[src/rtl/lock_code_sender.sv]
// lock_code_sender
//   Plays a 16-bit code into the lock as four nibbles, MSB nibble first.
//   Each nibble is presented on `switch` and then strobed with `enter`.
//   After the last digit the block watches `status` and reports the result
//   on `granted` or `timeout`.
//
//   Optional build macro LOCK_CODE_SENDER_PRE_CLEAR_EN adds a CLR phase after
//   start. In that phase `clear` is pulsed before the first digit is sent.
//   Without the macro, `clear` is tied low.
//
// Ports
//   clk        : system clock, rising edge
//   master_rst : asynchronous, active-high reset
//   start      : request transmission (sampled only in IDLE)
//   code       : code to send, latched when start is accepted
//   status     : lock status, synchronous to clk
//   switch     : digit presented to the lock
//   enter      : digit strobe to the lock
//   clear      : entry-clear strobe (pre-clear build only, else 0)
//   busy       : high from accepted start until done
//   done       : single-cycle completion pulse
//   granted    : lock opened; held until next accepted start
//   timeout    : lock did not open; held until next accepted start
//   digit_idx  : index of the digit currently being sent (0 = first)
module lock_code_sender #(
    parameter int unsigned SETUP_CYC   = 2,
    parameter int unsigned PULSE_CYC   = 2,
    parameter int unsigned GAP_CYC     = 4,
    parameter int unsigned TIMEOUT_CYC = 64,
    parameter logic [1:0]  OPEN_STATUS = 2'b01
) (
    input  logic        clk,
    input  logic        master_rst,
    input  logic        start,
    input  logic [15:0] code,
    input  logic [1:0]  status,
    output logic [3:0]  switch,
    output logic        enter,
    output logic        clear,
    output logic        busy,
    output logic        done,
    output logic        granted,
    output logic        timeout,
    output logic [1:0]  digit_idx
);

    localparam int unsigned CLR_CYC = PULSE_CYC + GAP_CYC;
    localparam int unsigned MAX_A   = (SETUP_CYC > PULSE_CYC) ? SETUP_CYC : PULSE_CYC;
    localparam int unsigned MAX_B   = (MAX_A > GAP_CYC) ? MAX_A : GAP_CYC;
    localparam int unsigned MAX_C   = (MAX_B > TIMEOUT_CYC) ? MAX_B : TIMEOUT_CYC;
    localparam int unsigned MAX_D   = (MAX_C > CLR_CYC) ? MAX_C : CLR_CYC;
    // Counter only ever holds (phase length - 1).
    localparam int unsigned CNT_W   = (MAX_D > 1) ? $clog2(MAX_D) : 1;

    typedef enum logic [2:0] {
        S_IDLE,
`ifdef LOCK_CODE_SENDER_PRE_CLEAR_EN
        S_CLR,
`endif
        S_SETUP,
        S_PULSE,
        S_GAP,
        S_WAIT
    } state_t;

    state_t       state, state_n;
    logic [CNT_W-1:0] cnt, cnt_n;
    logic [15:0]  code_r, code_n;
    logic [1:0]   idx_n;
    logic [3:0]   switch_n;
    logic         enter_n, busy_n, done_n, granted_n, timeout_n;
`ifdef LOCK_CODE_SENDER_PRE_CLEAR_EN
    logic         clear_r, clear_n;
    assign clear = clear_r;
`else
    assign clear = 1'b0;
`endif

    function automatic logic [3:0] nibble(input logic [15:0] c, input logic [1:0] i);
        case (i)
            2'd0:    nibble = c[15:12];
            2'd1:    nibble = c[11:8];
            2'd2:    nibble = c[7:4];
            default: nibble = c[3:0];
        endcase
    endfunction

    always_ff @(posedge clk or posedge master_rst) begin
        if (master_rst) begin
            state     <= S_IDLE;
            cnt       <= '0;
            code_r    <= '0;
            digit_idx <= '0;
            switch    <= '0;
            enter     <= 1'b0;
            busy      <= 1'b0;
            done      <= 1'b0;
            granted   <= 1'b0;
            timeout   <= 1'b0;
`ifdef LOCK_CODE_SENDER_PRE_CLEAR_EN
            clear_r   <= 1'b0;
`endif
        end else begin
            state     <= state_n;
            cnt       <= cnt_n;
            code_r    <= code_n;
            digit_idx <= idx_n;
            switch    <= switch_n;
            enter     <= enter_n;
            busy      <= busy_n;
            done      <= done_n;
            granted   <= granted_n;
            timeout   <= timeout_n;
`ifdef LOCK_CODE_SENDER_PRE_CLEAR_EN
            clear_r   <= clear_n;
`endif
        end
    end

    always_comb begin
        state_n   = state;
        cnt_n     = cnt;
        code_n    = code_r;
        idx_n     = digit_idx;
        switch_n  = switch;
        enter_n   = enter;
        busy_n    = busy;
        done_n    = 1'b0;
        granted_n = granted;
        timeout_n = timeout;
`ifdef LOCK_CODE_SENDER_PRE_CLEAR_EN
        clear_n   = clear_r;
`endif
        case (state)
            S_IDLE: begin
                switch_n = '0;
                enter_n  = 1'b0;
`ifdef LOCK_CODE_SENDER_PRE_CLEAR_EN
                clear_n  = 1'b0;
`endif
                if (start) begin
                    code_n    = code;
                    granted_n = 1'b0;
                    timeout_n = 1'b0;
                    busy_n    = 1'b1;
                    idx_n     = '0;
`ifdef LOCK_CODE_SENDER_PRE_CLEAR_EN
                    state_n   = S_CLR;
                    cnt_n     = CNT_W'(CLR_CYC - 1);
                    clear_n   = 1'b1;
`else
                    state_n   = S_SETUP;
                    cnt_n     = CNT_W'(SETUP_CYC - 1);
                    switch_n  = code[15:12];
`endif
                end
            end
`ifdef LOCK_CODE_SENDER_PRE_CLEAR_EN
            // One counter spans both halves: clear stays high while more
            // than GAP_CYC cycles remain, then the low gap follows.
            S_CLR: begin
                if (cnt == '0) begin
                    state_n  = S_SETUP;
                    cnt_n    = CNT_W'(SETUP_CYC - 1);
                    clear_n  = 1'b0;
                    switch_n = nibble(code_r, digit_idx);
                end else begin
                    cnt_n   = cnt - 1'b1;
                    clear_n = (cnt > CNT_W'(GAP_CYC));
                end
            end
`endif
            S_SETUP: begin
                if (cnt == '0) begin
                    state_n = S_PULSE;
                    cnt_n   = CNT_W'(PULSE_CYC - 1);
                    enter_n = 1'b1;
                end else begin
                    cnt_n = cnt - 1'b1;
                end
            end
            S_PULSE: begin
                if (cnt == '0) begin
                    state_n = S_GAP;
                    cnt_n   = CNT_W'(GAP_CYC - 1);
                    enter_n = 1'b0;
                end else begin
                    cnt_n = cnt - 1'b1;
                end
            end
            S_GAP: begin
                if (cnt == '0) begin
                    if (digit_idx == 2'd3) begin
                        state_n = S_WAIT;
                        cnt_n   = CNT_W'(TIMEOUT_CYC - 1);
                    end else begin
                        state_n  = S_SETUP;
                        cnt_n    = CNT_W'(SETUP_CYC - 1);
                        idx_n    = digit_idx + 2'd1;
                        switch_n = nibble(code_r, digit_idx + 2'd1);
                    end
                end else begin
                    cnt_n = cnt - 1'b1;
                end
            end
            // A match is tested before the expiry check, so a match on the
            // final cycle still reports granted.
            S_WAIT: begin
                if (status == OPEN_STATUS) begin
                    state_n   = S_IDLE;
                    granted_n = 1'b1;
                    done_n    = 1'b1;
                    busy_n    = 1'b0;
                    switch_n  = '0;
                end else if (cnt == '0) begin
                    state_n   = S_IDLE;
                    timeout_n = 1'b1;
                    done_n    = 1'b1;
                    busy_n    = 1'b0;
                    switch_n  = '0;
                end else begin
                    cnt_n = cnt - 1'b1;
                end
            end
            default: state_n = S_IDLE;
        endcase
    end

endmodule
[config.mk]
export PLATFORM = sky130hd
export DESIGN_NAME = lock_code_sender
export DESIGN_NICKNAME = d
export VERILOG_FILES = /design/src/rtl/lock_code_sender.sv
export SDC_FILE = /design/constraint.sdc
export NUM_CORES = 1
export LEC_CHECK = 0
export ABC_AREA = 0
export CORE_MARGIN = 2
export CORE_UTILIZATION = 35
export DETAILED_ROUTE_END_ITERATION = 6
export SLEW_MARGIN = 5
export SYNTH_ARGS = -nofsm -noshare
export SYNTH_HDL_FRONTEND = slang
export SYNTH_SLANG_ARGS = --single-unit
[constraint.sdc]
create_clock -name clk -period 4.5 [get_ports clk]
set_input_delay 0.9 -clock clk [delete_from_list [all_inputs] [get_ports clk]]
set_output_delay 0.9 -clock clk [all_outputs]
set_load 0.005 [all_outputs]
==> summary.md <==
| Metric | Value |
|---|---|
| Post-Place Setup Slack | slightly below 2000 ps |
| First-pass GRT wire length | between 8 and 9 mm |
| Total grt overflow | 0 |
| GR Util All Layers | 0.161 |
| Mean Syn Cell Area | between 9 and 10 µm² |
| Outcome | finished clean |
| Setup ws final | roughly 2200 ps |
| MaxCap Viol Count | 0 |
| DR DRC count | 0 |
| Postcts setup bufs | 0 |
| Row count | 27 |
| Synth warn | 0 |
| Max Slew Vio Count | 0 |
| Setup TNS | 0 ps |
| Synth area leaders | dfrtp_1 (44%), nand2_1 (10%), ha_1 (4.3%), mux2i_1 (2.5%), inv_1 (2.4%) |
| CTS H-tree depth | 2 |
| Crit path max fanout | 4 |
| Cell taking the most area after synthesis | dfrtp_1 |
| Mapped Area | between 2000 and 2500 µm² |
| Post-Syn Instances | about 220 |
| # resized after CTS | 0 |
| Initial antenna violation count | 0 |
| Clock Skews | 7.01 ps |
| RSZ-0062 raised after global routing | false |
| Synth cell types | 47 |
| Avg WL per Cell | roughly 15 µm |
| Num CTS Buffers | 5 |
| Hold Crit Class | reg -> reg |
| Commonest cells in the netlist | nand2_1 (55), dfrtp_1 (36), inv_1 (13) |
| Period utilization | 0.501 |
| Maximum number of pins on one net before global-route repair | 28 |
| Hpwl dp | roughly 3.3 mm |
| Post-Syn Nets | 251 |
| Crit-path slowest cell | clkdlybuf4s50_1 |
| Final Wtd Congestion | about 0.86 |
| Number of top-level pins | 33 |
| P_leak | around 1.1 nW |
| Fraction of layout cells with a size suffix above 1 | 0.0683 |
| Pre-antenna DRT Iters | 5 |
| Die area | about 6500 µm² |
| Final Setup Violations | 0 |
| Sequential area share after synthesis | 0.441 |
| Drt total wl | 4.69 mm |
| DRT iter0 DRCs | 97 |
| Vias/cell | just over 5 |
| Peak VDD IR | approximately 0.25 mV |
| Worst-path clk slew | around 70 ps |
| Core Box Area | roughly 5600 µm² |
| Most numerous cell in the Yosys netlist | nand2_1 |
| Port Buf Inserts | 31 |
| Yosys reg bits | 36 |
| Initial Utilization | 0.366 |
| CP Cell Sequence | clkdlybuf4s50_1, nor2b_1, a21oi_2, o31ai_4, mux2_2 |
| Placed instance area | around 2400 µm² |
| Via Count | between 1,500 and 2,000 |
| Crit path kind | in -> reg |
| Die X-Extent | about 80 µm |
| Cell Pwr Density | between 600 and 700 nW/µm² |
| Top cell type's share of synthesized area | 0.441 |
| Ys flop type | dfrtp_1 |
| Final nets | 277 |
| FMAX | roughly 440 MHz |
| Clk root buf | clkbuf_8 |
| Worst path max stage delay | 470 ps |
| Vias in the first global route | between 1,500 and 2,000 |
| Longest Clk Path Bufs | 2 |
| Number of synthesized flops with an enable pin | 0 |
| Clk_lat worst skew | approximately 280 ps |
| Crit path DAT | 2420 ps |
| Hold Buf Count CTS | 0 |
| Req. time, crit path | approximately 4700 ps |
| Final hold violation count | 0 |
| Post-route ant nets | 0 |
| Post-route minimum period | between 2000 and 2500 ps |
| Relative slew margins | 0.292 |
| Clock sink total | 36 |
| CTS tree | built |
| DIE HEIGHT | 80.4 µm |
| Worst Max-Slew Pin Slew | around 1100 ps |
| CP Capture Type | flop |
| Final instance area | 2460 µm² |
| CP Launch Type | primary input |
| ANT cells | 0 |
| Async set or reset register ratio after synthesis | 1.00 |
| Area grow syn2layout | 20.4% |
## sequential cells by signal, indices dropped and copies added, names as in the netlist
| signal | cells |
|---|---|
| code_r | 16 |
| cnt | 6 |
| switch | 4 |
| state | 3 |
| digit_idx | 2 |
| busy | 1 |
| done | 1 |
| enter | 1 |
| granted | 1 |
| timeout | 1 |
## per-stage QoR
stage	utilization	hold slack (ps)	std cells	total power (W)
global route	0.441	505	321	0.00160
global placement	0.427	462	314	0.00126
detailed placement	0.427	467	314	0.00127
finish	0.441	479	321	0.00148
CTS	0.441	484	321	0.00149
floorplan	-	445	223	0.00107
## cell type report
cell class | instances | area, µm²
clock buffers | 6 | 72.6
clock inverters | 1 | 5.00
fillers | 584 | 3120
inverters | 13 | 48.8
multi-input cells | 161 | 1020
flip-flops and latches | 36 | 901
well taps | 72 | 90.1
repair buffers | 32 | 318
## cell usage in the layout, fill, tap and decap left out, types with 5 or more instances in the layout
| cell type | n |
|---|---|
| clkbuf_8 | 5 |
| nand2b_1 | 7 |
| ha_1 | 7 |
| dfrtp_1 | 36 |
| inv_1 | 13 |
| clkdlybuf4s50_1 | 31 |
| mux2i_1 | 5 |
| o21ai_0 | 7 |
| nand3_1 | 5 |
| nand2_1 | 55 |
| nor2_1 | 8 |
## per-layer routing
layer	wire (µm)	GRT usage
met5	0	0
met4	29	0.0542
met3	177	0.0404
met2	2300	0.262
met1	2180	0.209
## power by group
part           internal, W  switching [W]  total [W]
Combinational     0.000337       0.000328   0.000665
Sequential        0.000454       0.000139   0.000593
Clock             0.000105       0.000113   0.000219
Total             0.000896       0.000580    0.00148
## cells by family (layout without fill, tap and decap cells)
family / count (synthesis) / after routing / synth area share
AO/OA/AOI/OAI: 43 / 43 / 0.163
adder cells (fa/ha/maj): 7 / 7 / 0.0429
flip-flops: 36 / 36 / 0.441
multiplexers: 9 / 9 / 0.0466
AND/OR/NAND/NOR: 98 / 98 / 0.233
other: 1 / 1 / 0.00184
buffers and inverters: 26 / 52 / 0.0582
XOR/XNOR: 3 / 3 / 0.0129
## critical path, delay by kind of cell
| kind | cells | cell delay (ps) |
|---|---|---|
| buffers and inverters | 1 | 470 |
| muxes | 1 | 370 |
| AOI/OAI and AO/OA | 2 | 380 |
| and+or+nand+nor | 1 | 300 |
## final timing paths
path | start | to | slack [ps] | cells past startpoint
setup / recovery | status[0] | switch[1] | 2250 | 5
hold / removal | code_r[5] | code_r[5] | 480 | 2
setup reg to reg | cnt[0] | cnt[1] | 2460 | 6
hold reg to reg | code_r[5] | code_r[5] | 480 | 2
max in group asynchronous | master_rst | code_r[12] | 2590 | 3
min in group asynchronous | master_rst | timeout | 1180 | 2
Power figures use the tool's default switching activity.
